==> config.mk <==
export PLATFORM = sky130hd
export DESIGN_NAME = tdm_demux_flat
export DESIGN_NICKNAME = d
export VERILOG_FILES = /design/src/rtl/tdm_pkg.sv /design/src/rtl/tdm_demux_if.sv /design/src/rtl/tdm_slot_counter.sv /design/src/rtl/tdm_demux.sv /design/src/flat_wrapper.sv
export SDC_FILE = /design/constraint.sdc
export NUM_CORES = 1
export LEC_CHECK = 0
export ABC_AREA = 1
export CAP_MARGIN = 5
export CORE_MARGIN = 4
export CORE_UTILIZATION = 52
export DETAILED_ROUTE_END_ITERATION = 8
export PLACE_DENSITY = 0.76
export REMOVE_ABC_BUFFERS = 1
export SLEW_MARGIN = 20
export SYNTH_ARGS = -nofsm -noshare
export SYNTH_HDL_FRONTEND = slang
export SYNTH_HIERARCHICAL = 1
export SYNTH_SLANG_ARGS = --single-unit
==> constraint.sdc <==
create_clock -name clk -period 2 [get_ports clk]
set_input_delay 0.6 -clock clk [delete_from_list [all_inputs] [get_ports clk]]
set_output_delay 0.6 -clock clk [all_outputs]
set_load 0.02 [all_outputs]
==> src/rtl/tdm_pkg.sv <==
// Shared types and default constants for the TDM receive demultiplexer.
package tdm_pkg;

    typedef enum logic [1:0] {
        HUNT,
        ACQUIRE,
        LOCKED
    } tdm_state_t;

    localparam int TDM_NUM_CH      = 4;
    localparam int TDM_LOCK_FRAMES = 2;

endpackage

==> src/rtl/tdm_demux_if.sv <==
// Serial slot link in, parallel frame and status flags out.
interface tdm_demux_if
    import tdm_pkg::*;
#(
    parameter int NUM_CH = TDM_NUM_CH
) ();

    logic              din_valid;
    logic              din;
    logic              frame_sync;
    logic [NUM_CH-1:0] data_out;
    logic              frame_valid;
    logic              locked;
    logic              sync_err;

    // Link side: drives the serial beats, observes the rebuilt frames.
    modport master (
        output din_valid,
        output din,
        output frame_sync,
        input  data_out,
        input  frame_valid,
        input  locked,
        input  sync_err
    );

    // Demultiplexer side.
    modport slave (
        input  din_valid,
        input  din,
        input  frame_sync,
        output data_out,
        output frame_valid,
        output locked,
        output sync_err
    );

endinterface

==> src/rtl/tdm_slot_counter.sv <==
// Modulo-NUM_CH slot position counter.
// Clear wins over load-to-1, which wins over advance; NUM_CH is a power
// of two so the plain binary increment wraps from NUM_CH-1 back to 0.
module tdm_slot_counter #(
    parameter int NUM_CH = 4
) (
    input  logic                      clk,
    input  logic                      rst,
    input  logic                      clear_i,
    input  logic                      load_one_i,
    input  logic                      advance_i,
    output logic [$clog2(NUM_CH)-1:0] slot_o,
    output logic                      last_slot_o
);

    localparam int SW = $clog2(NUM_CH);

    logic [SW-1:0] slot_q;
    logic [SW-1:0] slot_d;

    // Pick the next slot position from the prioritised control inputs.
    always_comb begin
        slot_d = slot_q;
        if (clear_i) begin
            slot_d = '0;
        end else if (load_one_i) begin
            slot_d = SW'(1);
        end else if (advance_i) begin
            slot_d = slot_q + SW'(1);
        end
    end

    // Slot position register.
    always_ff @(posedge clk) begin
        if (rst) begin
            slot_q <= '0;
        end else begin
            slot_q <= slot_d;
        end
    end

    assign slot_o      = slot_q;
    assign last_slot_o = (slot_q == SW'(NUM_CH - 1));

endmodule

==> src/rtl/tdm_demux.sv <==
// TDM receive demultiplexer: tracks slot position, verifies frame-sync
// alignment and publishes rebuilt NUM_CH-bit frames once alignment has
// been seen on LOCK_FRAMES consecutive well-formed frames.
module tdm_demux
    import tdm_pkg::*;
#(
    parameter int NUM_CH      = TDM_NUM_CH,
    parameter int LOCK_FRAMES = TDM_LOCK_FRAMES
) (
    input  logic         clk,
    input  logic         rst,
    tdm_demux_if.slave   bus
);

    localparam int SW = $clog2(NUM_CH);
    localparam int GW = $clog2(LOCK_FRAMES + 1);
    localparam logic [GW-1:0] LOCK_VAL = GW'(LOCK_FRAMES);

    tdm_state_t        state_q;
    tdm_state_t        state_d;

    logic [SW-1:0]     slot;
    logic              last_slot;

    logic [NUM_CH-1:0] shadow_q;
    logic [NUM_CH-1:0] shadow_d;
    logic [GW-1:0]     good_q;
    logic [GW-1:0]     good_d;
    logic [GW-1:0]     good_inc;
    logic [NUM_CH-1:0] data_q;
    logic [NUM_CH-1:0] data_d;
    logic              frame_valid_q;
    logic              sync_err_q;
    logic              locked_q;

    logic              beat;
    logic              at_slot0;
    logic              sync_start;
    logic              early_sync;
    logic              missing_sync;
    logic              in_frame;

    logic              capture0;
    logic              store;
    logic              cnt_clear;
    logic              cnt_load1;
    logic              cnt_advance;
    logic              good_clear;
    logic              good_step;
    logic              publish;
    logic              err;

    // Beat classification against the current slot position.
    assign beat         = bus.din_valid;
    assign at_slot0     = (slot == '0);
    assign sync_start   = beat & bus.frame_sync;
    assign early_sync   = beat & bus.frame_sync & ~at_slot0;
    assign missing_sync = beat & ~bus.frame_sync & at_slot0;
    assign in_frame     = beat & ~early_sync & ~missing_sync;

    // Saturating successor of the good-frame count.
    assign good_inc = (good_q == LOCK_VAL) ? good_q : good_q + GW'(1);

    tdm_slot_counter #(
        .NUM_CH (NUM_CH)
    ) u_slot_counter (
        .clk         (clk),
        .rst         (rst),
        .clear_i     (cnt_clear),
        .load_one_i  (cnt_load1),
        .advance_i   (cnt_advance),
        .slot_o      (slot),
        .last_slot_o (last_slot)
    );

    // Alignment state register.
    always_ff @(posedge clk) begin
        if (rst) begin
            state_q <= HUNT;
        end else begin
            state_q <= state_d;
        end
    end

    // Alignment state transitions; errors outrank frame completion.
    always_comb begin
        state_d = state_q;
        case (state_q)
            HUNT: begin
                if (sync_start) begin
                    state_d = ACQUIRE;
                end
            end
            ACQUIRE: begin
                if (early_sync) begin
                    state_d = ACQUIRE;
                end else if (missing_sync) begin
                    state_d = HUNT;
                end else if (in_frame && last_slot && (good_inc == LOCK_VAL)) begin
                    state_d = LOCKED;
                end
            end
            LOCKED: begin
                if (early_sync) begin
                    state_d = ACQUIRE;
                end else if (missing_sync) begin
                    state_d = HUNT;
                end
            end
            default: state_d = HUNT;
        endcase
    end

    // Datapath controls decoded from state and beat class.
    always_comb begin
        capture0    = 1'b0;
        store       = 1'b0;
        cnt_clear   = 1'b0;
        cnt_load1   = 1'b0;
        cnt_advance = 1'b0;
        good_clear  = 1'b0;
        good_step   = 1'b0;
        publish     = 1'b0;
        err         = 1'b0;
        case (state_q)
            HUNT: begin
                if (sync_start) begin
                    capture0   = 1'b1;
                    cnt_load1  = 1'b1;
                    good_clear = 1'b1;
                end
            end
            ACQUIRE, LOCKED: begin
                if (early_sync) begin
                    err        = 1'b1;
                    capture0   = 1'b1;
                    cnt_load1  = 1'b1;
                    good_clear = 1'b1;
                end else if (missing_sync) begin
                    err       = 1'b1;
                    cnt_clear = 1'b1;
                end else if (in_frame) begin
                    store       = 1'b1;
                    cnt_advance = 1'b1;
                    if (last_slot) begin
                        if (state_q == ACQUIRE) begin
                            good_step = 1'b1;
                            publish   = (good_inc == LOCK_VAL);
                        end else begin
                            publish = 1'b1;
                        end
                    end
                end
            end
            default: ;
        endcase
    end

    // Next values for shadow, good-frame count and published outputs.
    always_comb begin
        shadow_d = shadow_q;
        if (capture0) begin
            shadow_d[0] = bus.din;
        end
        if (store) begin
            shadow_d[slot] = bus.din;
        end

        good_d = good_q;
        if (good_clear) begin
            good_d = '0;
        end else if (good_step) begin
            good_d = good_inc;
        end

        data_d = data_q;
        if (publish) begin
            data_d = {bus.din, shadow_q[NUM_CH-2:0]};
        end
    end

    // Datapath and output registers; every output leaves from a flop.
    always_ff @(posedge clk) begin
        if (rst) begin
            shadow_q      <= '0;
            good_q        <= '0;
            data_q        <= '0;
            frame_valid_q <= 1'b0;
            sync_err_q    <= 1'b0;
            locked_q      <= 1'b0;
        end else begin
            shadow_q      <= shadow_d;
            good_q        <= good_d;
            data_q        <= data_d;
            frame_valid_q <= publish;
            sync_err_q    <= err;
            locked_q      <= (state_d == LOCKED);
        end
    end

    assign bus.data_out    = data_q;
    assign bus.frame_valid = frame_valid_q;
    assign bus.sync_err    = sync_err_q;
    assign bus.locked      = locked_q;

endmodule

==> src/flat_wrapper.sv <==
// flat-port wrapper written by rule: the top's interface ports become plain ports
module tdm_demux_flat import tdm_pkg::*;
#(
    parameter int NUM_CH      = TDM_NUM_CH,
    parameter int LOCK_FRAMES = TDM_LOCK_FRAMES
)
  (clk, rst, bus_din_valid, bus_din, bus_frame_sync, bus_data_out, bus_frame_valid, bus_locked, bus_sync_err);
  tdm_demux_if #(.NUM_CH(NUM_CH)) bus_i ();
  input  logic clk;
  input  logic rst;
  input wire logic [$bits(bus_i.din_valid)-1:0] bus_din_valid;
  input wire logic [$bits(bus_i.din)-1:0] bus_din;
  input wire logic [$bits(bus_i.frame_sync)-1:0] bus_frame_sync;
  output wire logic [$bits(bus_i.data_out)-1:0] bus_data_out;
  output wire logic [$bits(bus_i.frame_valid)-1:0] bus_frame_valid;
  output wire logic [$bits(bus_i.locked)-1:0] bus_locked;
  output wire logic [$bits(bus_i.sync_err)-1:0] bus_sync_err;
  assign bus_i.din_valid = bus_din_valid;
  assign bus_i.din = bus_din;
  assign bus_i.frame_sync = bus_frame_sync;
  assign bus_data_out = bus_i.data_out;
  assign bus_frame_valid = bus_i.frame_valid;
  assign bus_locked = bus_i.locked;
  assign bus_sync_err = bus_i.sync_err;
  tdm_demux #(.NUM_CH(NUM_CH), .LOCK_FRAMES(LOCK_FRAMES)) u_core (.clk(clk), .rst(rst), .bus(bus_i));
endmodule
# Word level (Yosys, flattened, before mapping)

Index checks and enable logic that the tools add are counted.

Divide/modulo/power cells: 0
Bitwise operators: 11
Equal/unequal tests: 6
Multiplexer cells: 38
Shift-type cells: 0
Multipliers: 0
Reduce and logical (&&, ||, !) cells: 11
$lt $le $gt $ge: 2
Add/sub/neg operators: 2

Operators by type and width:

| kind                  | count |
|---|---|
| $mux W1               | 27 |
| $mux W2               | 7 |
| $eq A2 B2 Y1 const B  | 5 |
| $reduce_or A2 Y1      | 4 |
| $and A1 B1 Y1         | 6 |
| $pmux W2 S3           | 1 |
| $not A1 Y1            | 5 |
| $add A2 B1 Y2 const B | 2 |
| $bwmux W4             | 1 |
| $logic_not A2 Y1      | 2 |
| $logic_and A1 B1 Y1   | 3 |
| $lt A2 B3 Y1 const B  | 1 |
| $reduce_or A3 Y1      | 1 |
| $demux W1 S2          | 1 |
| $eq A2 B1 Y1 const B  | 1 |
| $ge A2 B1 Y1 const B  | 1 |
| $pmux W1 S2           | 1 |
| $reduce_bool A2 Y1    | 1 |

Flip-flop bits (word level): 17
Output and inout bits: 7
Bits of input ports: 5
RAM bits: 0
Bits in read-only memories: 0
Latch bits: 0
Word-level logic and storage cells: 80
Memories kept: 0

# Logic depth before layout (Yosys ltp)

Gate-level depths: netlist of run 1.

Word-level depth: 13
Mapped depth: 12
Gate-level depth less buffers: 12

# Cells and area by module

Netlist of run 1, hierarchy kept.

By module, submodules not included:

| module           | area an instance (µm²) | sequential area each (µm²) | cells an instance | instances |
|---|---|---|---|---|
| tdm_demux        | 794.5                  | 280.3                      | 114               | 1 |
| tdm_slot_counter | 107.6                  | 40.0                       | 16                | 1 |

# Worst setup path after synthesis of run 1

OpenSTA, ideal clock, no wires.

Path type: register -> register
Start: reg u_core.state_q[0]
End: reg u_core.u_slot_counter.slot_q[0], in the netlist u_core/u_slot_counter/slot_o[0]
Period minus slack after synthesis: 1.563 ns
Library setup time: 0.109 ns
Required time: 1.891 ns
Data arrival time: 1.454 ns
Buffers on the path: 1
Path slack: 0.437 ns
Cell stages (with the launch flop): 11
Path through: dfxtp_1 inv_1 ha_1 clkbuf_1 nand2_1 inv_1 inv_1 nand2_1 nand3_1 nand2_1 inv_1

Word-level cells in the longest chain between the ends: 4
Elaborated cells on any way between the ends: 10
Classes of those cells: 2 x eq/ne; 4 x mux; 4 x reduce/logical

Ends and longest elaborated chain:

| what                                         | line                   | text |
|---|---|---|
| from (decl)                                  | tdm_demux.sv:19        | `tdm_state_t state_q;` |
| from (signal assigned)                       | tdm_demux.sv:81        | `state_q <= state_d;` |
| $eq A2 B2 Y1 or $eq A2 B1 Y1 (tied branches) | tdm_demux.sv:125       | `case (state_q)` |
| $reduce_or A2 Y1 *                           | tdm_demux.sv:125       |  |
| $mux W1 *                                    | tdm_demux.sv:125       |  |
| via u_core.cnt_advance                       | tdm_demux.sv:47        | `logic cnt_advance;` |
| $reduce_bool A2 Y1 (no source line) *        | -                      |  |
| to (signal assigned)                         | tdm_slot_counter.sv:38 | `slot_q <= slot_d;` |
| to (decl)                                    | tdm_slot_counter.sv:18 | `logic [SW-1:0] slot_q;` |

The timed path passes the listed nets; every way through them passes the cells marked *.
A chain may end at the register's enable or synchronous reset.

# Final worst setup path of run 1

Start: reg u_core.data_q[1], in the netlist u_core/bus.data_out[1]
End: out bus_data_out[1]

RTL lines:

| what                   | line               | text |
|---|---|---|
| from (decl)            | tdm_demux.sv:30    | `logic [NUM_CH-1:0] data_q;` |
| from (signal assigned) | tdm_demux.sv:194   | `data_q <= data_d;` |
| to (decl)              | flat_wrapper.sv:14 | `output wire logic [$bits(bus_i.data_out)-1:0] bus_data_out;` |

No word-level cell between the ends.

==> key figures, run 1 <==
Run status
  – Status: completed

Worst setup path
  – Worst path arrival time: 1.24 ns
  – Worst setup EP type: output pin
  – Critical-path maximum fanout: 2
  – Buffers and inverters on the worst path: 1
  – CP delay by family, top: buffers and inverters
  – Crit Reg-Reg Startpoint: u_core/state_q[0]
  – Worst endpoint required time: 1.40 ns
  – Reg2reg path depth: 10
  – Max stage delay on crit path: 0.61 ns
  – Slowest cell on crit path: clkdlybuf4s50_1
  – Setup CP Type: flop to output pin
  – Worst-path cell chain: clkdlybuf4s50_1
  – Reg2Reg Capture Point: u_core/u_slot_counter/slot_o[0]
  – Setup slack, reg-to-reg: 0.32 ns
  – Worst setup SP type: flop

STA
  – Worst relative slew slack: 82.14%
  – Fmax: 0.5441 GHz
  – Worst hold margin: 0.4667 ns
  – Worst Clk Skew: 0.004463 ns
  – Worst-margin pin slew: 0.2652 ns
  – Unrepaired setup endpoints after global routing: false
  – Tmin final: 1.838 ns
  – Final hold viol count: 0
  – Final Max Slew Viols: 0
  – Fin crit share: 91.90%
  – Final setup fails: 0

Die
  – Core Region: 1577 um^2
  – DIE AREA: 2465 um^2
  – Die width: 49.65 um
  – Die H: 49.65 um
  – Row Count: 14
  – # IOs: 12
  – Initial Utilization: 57.22%

Clock network
  – Worst-case clock buffer depth: 2
  – CTS tree: done
  – Post-cts sizing count: 0
  – Post-CTS Hold Buffers: 0
  – Clock Tree Root: clkbuf_4
  – Total CTS buffers: 3
  – Skew-Pair Late Insertion Delay: 0.28 ns
  – H-tree lvl count: 1
  – # Post-CTS Setup Buffers: 0
  – Sink Count: 16
  – Clk slew on worst S/H paths: 0.10 ns

GRT
  – Largest net degree at the start of global routing: 10
  – Top Usage Layer GRT: met2
  – GRT met2 Usage: 28.85%
  – Initial antenna violation count: 0
  – Global-route wire length before repair: 3208 um
  – Met3 usage: 3.916%
  – Vias in the first global route: 771
  – Met1 usage: 20.26%
  – GRT overflow: 0
  – GRT Util Overall: 16.94%

Placed design
  – HPWL after DPL: 1479 um
  – Area post-placement: 1077 um^2
  – Placer Congestion: 0.8611
  – IO buf count: 11

Logic synthesis
  – Mapped cell area: 902.1 um^2
  – Sequential area share after synthesis: 35.51%
  – Compound-Gate Fraction of Synth Area: 8.738%
  – Mux cell area share after synthesis: 0%
  – Post-Synth Adder-Cell Area: 8.322%
  – Seq cells post-synth: 16
  – Xor and xnor fraction of the mapped netlist area: 0%
  – Synth unique cells: 21
  – Largest family of logic cells by synthesized area: simple AND/OR/NAND/NOR gates
  – Synth Warn #: 6
  – Gate Count Post-Synth: 130
  – Syn_area_per_cell: 6.939 um^2
  – Simple-Gate Fraction of Synth Area: 36.62%

Detailed routing
  – Number of remaining DRC errors: 0
  – Drt pass-1 iters: 4
  – Routed len/inst: 11.75 um
  – Total Wirelength: 1950 um
  – Routed Antenna Nets: 0
  – Vias per inst: 5.048
  – Via count: 838
  – Drt first-iter violations: 30

Cells and area
  – # fillers: 144
  – Antenna diodes: 0
  – Core Util, Final: 70.63%
  – Area Growth Syn to Fin: 23.44%
  – Final #Nets: 162
  – Final instance area: 1114 um^2
  – Layout cell share with drive strength beyond 1: 16.00%

Pwr
  – Power per cell area: 598.5 nW/um^2
  – Peak VDD IR: 0.3910 mV
  – LEAKAGE: 0.5491 nW

Min path
  – Hold endpoint: u_core/bus.data_out[0]
  – Hold Crit Depth: 2
  – Worst min path class: flop to flop
  – HP Start: u_core/bus.data_out[0]

Job
  – Max Cap Viol: 0
[worst max path at each step]
stage / startpoint / end / slack, ns / depth (start not counted)
6_report: u_core/bus.data_out[1] / bus_data_out[1] / 0.16 / 1
5_1_grt: u_core/bus.data_out[2] / bus_data_out[2] / 0.11 / 1
4_1_cts: u_core/bus.data_out[2] / bus_data_out[2] / 0.15 / 1
3_5_place_dp: bus_din_valid / u_core/bus.data_out[2] / -0.02 / 10
3_3_place_gp: bus_din_valid / u_core/shadow_q[2] / 0.02 / 11
2_1_floorplan: bus_din_valid / u_core/u_slot_counter/slot_o[0] / 0.46 / 12
[synth_stat cells]
cell type / count / area share (%)
ha_1: 6 / 8.3
dfxtp_1: 16 / 36
o211ai_1: 1 / 0.83
nand3_2: 1 / 1.1
nand3_1: 3 / 1.7
a21oi_2: 1 / 0.97
a21oi_1: 7 / 3.9
o21ai_0: 1 / 0.55
o21ai_1: 3 / 1.7
inv_2: 3 / 1.2
o21a_1: 1 / 0.83
nand2_4: 2 / 2.5
inv_1: 21 / 8.7
nand4_1: 6 / 4.2
nand4_2: 1 / 1.4
nand2_1: 34 / 14
clkbuf_1: 2 / 0.83
nand2_2: 1 / 0.69
nor2_2: 3 / 2.1
nor2_1: 16 / 6.7
nor2_8: 1 / 2.2
[cell type report]
cell class	instances	area (um^2)	share of cell area [%]
multi-input combinational	88	484.2	43.48
inverter	24	90.09	8.090
timing repair buffer	18	162.7	14.61
tap	16	20.02	1.798
clock buffer	4	36.28	3.258
sequential	16	320.3	28.76
[cells in the final DEF, fill, tap and decap left out, types with 6 or more instances in the layout]
cell type / count
a21oi_1: 7
buf_4: 7
clkdlybuf4s50_1: 11
dfxtp_1: 16
ha_1: 6
inv_1: 21
nand2_1: 34
nand4_1: 6
nor2_1: 16
[report_power, final]
group	switching (W)	total (W)	internal [W]	leakage [nW]
logic	0.0000695	0.000116	0.0000464	0.399
clock network	0.000107	0.000217	0.000111	0.0210
registers	0.00000795	0.000333	0.000325	0.129
total	0.000184	0.000667	0.000482	0.549
[through the flow]
step / power, W / TNS, ns / setup WS, ns / std cells
global route: 0.0007037 / 0 / 0.1069 / 166
floorplan: 0.0004111 / 0 / 0.4563 / 128
detailed placement: 0.0004530 / -0.07696 / -0.01990 / 162
finish: 0.0006665 / 0 / 0.1621 / 166
CTS: 0.0006693 / 0 / 0.1547 / 166
global placement: 0.0004496 / 0 / 0.02332 / 162
[cells by family after synthesis]
kind of cell / count (synthesis)
and+or+nand+nor: 68
AOI/OAI and AO/OA: 14
adders and majority gates: 6
buffers and inverters: 26
DFF: 16
[state kept, by name, summed over array words and instances, names as in the netlist]
name / count
u_core/bus.data_out: 4
u_core/bus.frame_valid: 1
u_core/bus.locked: 1
u_core/bus.sync_err: 1
u_core/good_q: 2
u_core/shadow_q: 3
u_core/state_q: 2
u_core/u_slot_counter/slot_o: 2
[metal layers]
metal	up-vias	part of all wire [%]
met1	366	50
met2	26	46
li1	442	-
met3	4	3.5
met5	-	0
met4	0	0.87
[tightest hold or removal path: cells and delay by family (launching register included)]
family / cells / cell delay (ns)
AOI/OAI and AO/OA: 1 / 0.05
and+or+nand+nor: 1 / 0.06
DFF: 1 / 0.32
Note: power is estimated with default switching activity, not from simulation.
==> run 2, diff against run 1 <==
MAX_ROUTING_LAYER = met4   (was default)
==> results of run 2 <==
No change in the layout: final DEF, timing and power equal those of run 1.
Among the figures that moved: final weighted congestion in routability-driven placement 0.8611 -> 0.8750; overall routing resource usage 16.94% -> 17.40%
==> run 3, diff against run 2 <==
CTS_BUF_LIST = sky130_fd_sc_hd__clkbuf_16   (was default)
REMOVE_ABC_BUFFERS = default   (was 1)
==> run 3 against run 2 <==
Compared with the run above: sequential share of layout area decreased by 1.2 points; clock skew decreased by 0.0028 ns; die area unchanged; flip-flop and latch count unchanged; core utilization increased by 3.2 points; via count increased by 0.48%; first-iteration DRC count decreased by 10%; count of clock-buffer cells in the layout decreased by 1; critical path depth increased by 12; setup slack improved by 0.049 ns; hold slack got worse by 0.0083 ns; largest power group is now clock; highest routed layer unchanged.
==> key figures, run 3 (synthesis gave the netlist of run 1 again) <==
STA
  – Worst hold margin: 0.4584 ns (was 0.4667 ns)
  – Tmin final: 1.789 ns (was 1.838 ns)
  – Fmax: 0.5590 GHz (was 0.5441 GHz)
  – Fin crit share: 89.44% (was 91.90%)
  – Worst-margin pin slew: 0.2334 ns (was 0.2652 ns)
  – Final setup fails: 0 (unchanged)
  – Final Max Slew Viols: 0 (unchanged)
  – Worst Clk Skew: 0.001657 ns (was 0.004463 ns)
  – Unrepaired setup endpoints after global routing: false (unchanged)
  – Worst relative slew slack: 84.27% (was 82.14%)
  – Final hold viol count: 0 (unchanged)

Worst setup path
  – Worst endpoint required time: 2.15 ns (was 1.40 ns)
  – Critical-path maximum fanout: 3 (was 2)
  – Worst setup SP type: primary input (was flop)
  – Crit Reg-Reg Startpoint: u_core/state_q[0] (unchanged)
  – Worst Setup SP: bus_frame_sync (was u_core/bus.data_out[1])
  – Worst setup EP type: flop (was output pin)
  – Worst path arrival time: 1.93 ns (was 1.24 ns)
  – Setup CP Type: primary input to flop (was flop to output pin)

Clock network
  – Clk slew on worst S/H paths: 0.05 ns (was 0.10 ns)
  – Total CTS buffers: 3 (unchanged)
  – Skew-Pair Late Insertion Delay: 0.24 ns (was 0.28 ns)
  – Clock Tree Root: clkbuf_16 (was clkbuf_4)
  – # Post-CTS Setup Buffers: 0 (unchanged)
  – Post-cts sizing count: 0 (unchanged)
  – Worst-case clock buffer depth: 2 (unchanged)
  – CTS tree: done (unchanged)
  – H-tree lvl count: 1 (unchanged)
  – Post-CTS Hold Buffers: 0 (unchanged)
  – Sink Count: 16 (unchanged)

GRT
  – Largest net degree at the start of global routing: 10 (unchanged)
  – Vias in the first global route: 745 (was 771)
  – Initial antenna violation count: 0 (unchanged)
  – Global-route wire length before repair: 3084 um (was 3208 um)
  – GRT overflow: 0 (unchanged)
  – GRT Util Overall: 16.86% (was 17.40%)

Placed design
  – HPWL after DPL: 1438 um (was 1479 um)
  – IO buf count: 11 (unchanged)
  – Placer Congestion: 0.8372 (was 0.8750)

Min path
  – Worst min path class: flop to flop (unchanged)
  – HP Start: u_core/bus.data_out[0] (unchanged)

Run status
  – Status: completed (unchanged)

Pwr
  – Sequential power share: 40.1% (was 50.0%)
  – LEAKAGE: 0.5717 nW (was 0.5491 nW)
  – Power, Total: 0.0008336 W (was 0.0006665 W)
  – Power per cell area: 716.4 nW/um^2 (was 598.5 nW/um^2)
  – Clock Power Share: 46.2% (was 32.6%)
  – Switching Share: 23.38% (was 27.63%)
  – P_sw: 0.0001949 W (was 0.0001841 W)
  – Combinational fraction of design power: 13.7% (was 17.4%)
  – Pint: 0.0006388 W (was 0.0004824 W)
  – Peak VDD IR: 0.6751 mV (was 0.3910 mV)

Die
  – Initial Utilization: 57.22% (unchanged)
  – # IOs: 12 (unchanged)
  – Core Region: 1577 um^2 (unchanged)
  – DIE AREA: 2465 um^2 (unchanged)
  – Die H: 49.65 um (unchanged)
  – Row Count: 14 (unchanged)
  – Die width: 49.65 um (unchanged)

Detailed routing
  – Drt pass-1 iters: 4 (unchanged)
  – Number of remaining DRC errors: 0 (unchanged)
  – Total Wirelength: 1842 um (was 1950 um)
  – Vias per inst: 5.042 (was 5.048)
  – Drt first-iter violations: 27 (was 30)
  – Routed len/inst: 11.03 um (was 11.75 um)
  – Via count: 842 (was 838)
  – Routed Antenna Nets: 0 (unchanged)

Cells and area
  – Final #Nets: 163 (was 162)
  – Commonest non-fill, non-tap cell in the layout: nand2_1 (unchanged)
  – Antenna diodes: 0 (unchanged)
  – Largest register FFs: 4 (unchanged)
  – Area Growth Syn to Fin: 28.99% (was 23.44%)
  – Commonest cells after routing, fill and taps aside: nand2_1, inv_1, nor2_1, dfxtp_1, clkdlybuf4s50_1 (unchanged)
  – Layout cell share with drive strength beyond 1: 15.89% (was 16.00%)
  – # fillers: 126 (was 144)

Job
  – Max Cap Viol: 0 (unchanged)

Logic synthesis
  – Syn nets: 141
-- run 3: changes by cell type in the layout (fill, tap and decap cells not counted), sizes merged --
| cell | delta |
|---|---|
| clkinv | +1 |
| clkbuf | -1 |
| buf | +1 |
-- run 3: area by class of cell --
cell class | instances | area [um^2] | share of cell area, %
clock buffer | 3 | 75.07 | 6.452
clock inverter | 1 | 3.754 | 0.3226
tap | 16 | 20.02 | 1.720
sequential | 16 | 320.3 | 27.53
multi-input combinational | 88 | 484.2 | 41.61
timing repair buffer | 19 | 170.2 | 14.62
inverter | 24 | 90.09 | 7.742
-- run 3: power by group through the flow --
stage | Sequential, W | Clock [W] | Combinational (W)
after floorplan | 0.000339 | 0 | 0.0000743
after global placement | 0.000340 | 0 | 0.000111
after detailed placement | 0.000340 | 0 | 0.000114
after CTS | 0.000334 | 0.000392 | 0.000115
after global routing | 0.000334 | 0.000405 | 0.000129
final | 0.000334 | 0.000385 | 0.000114
-- run 3: worst paths after layout --
check / cells past startpoint / to / slack (ns)
worst min register to register: 2 / u_core/bus.data_out[0] / 0.46
worst max register to register: 10 / u_core/u_slot_counter/slot_o[0] / 0.44
worst min-delay path: 2 / u_core/bus.data_out[0] / 0.46
worst max-delay path: 13 / u_core/u_slot_counter/slot_o[0] / 0.21
-- run 3: routing by layer --
layer  share of wire (%)  global-route usage, %  wire (um)  vias up
met2                  48                  27.53        890       18
met4                 2.3                  7.373         42        0
met3                 4.9                  4.518         91        6
li1                    -                      -          -      442
met5                   0                      -          0        -
met1                  44                  19.27        818      376
-- run 3: through the flow --
stage / TNS [ns] / setup slack, ns / util (%) / instances / cell area (um^2)
floorplan: 0 / 0.4371 / - / 130 / 902.1
global placement: 0 / 0.03312 / 68.81 / 163 / 1085
detailed placement: -0.05591 / -0.05591 / 68.81 / 163 / 1085
CTS: 0 / 0.2007 / 73.81 / 167 / 1164
global route: 0 / 0.08478 / 73.81 / 167 / 1164
finish: 0 / 0.2111 / 73.81 / 167 / 1164
-- run 3: critical path, stage by stage --
cell and delay (ns):
clkdlybuf4s50_1 0.46, nand2_1 0.12, inv_2 0.05, nand2_2 0.09
nand2_4 0.07, nor2_8 0.08, nand2_1 0.08, inv_1 0.10
inv_1 0.06, nand2_1 0.06, nand3_1 0.08, nand2_1 0.07
inv_1 0.04
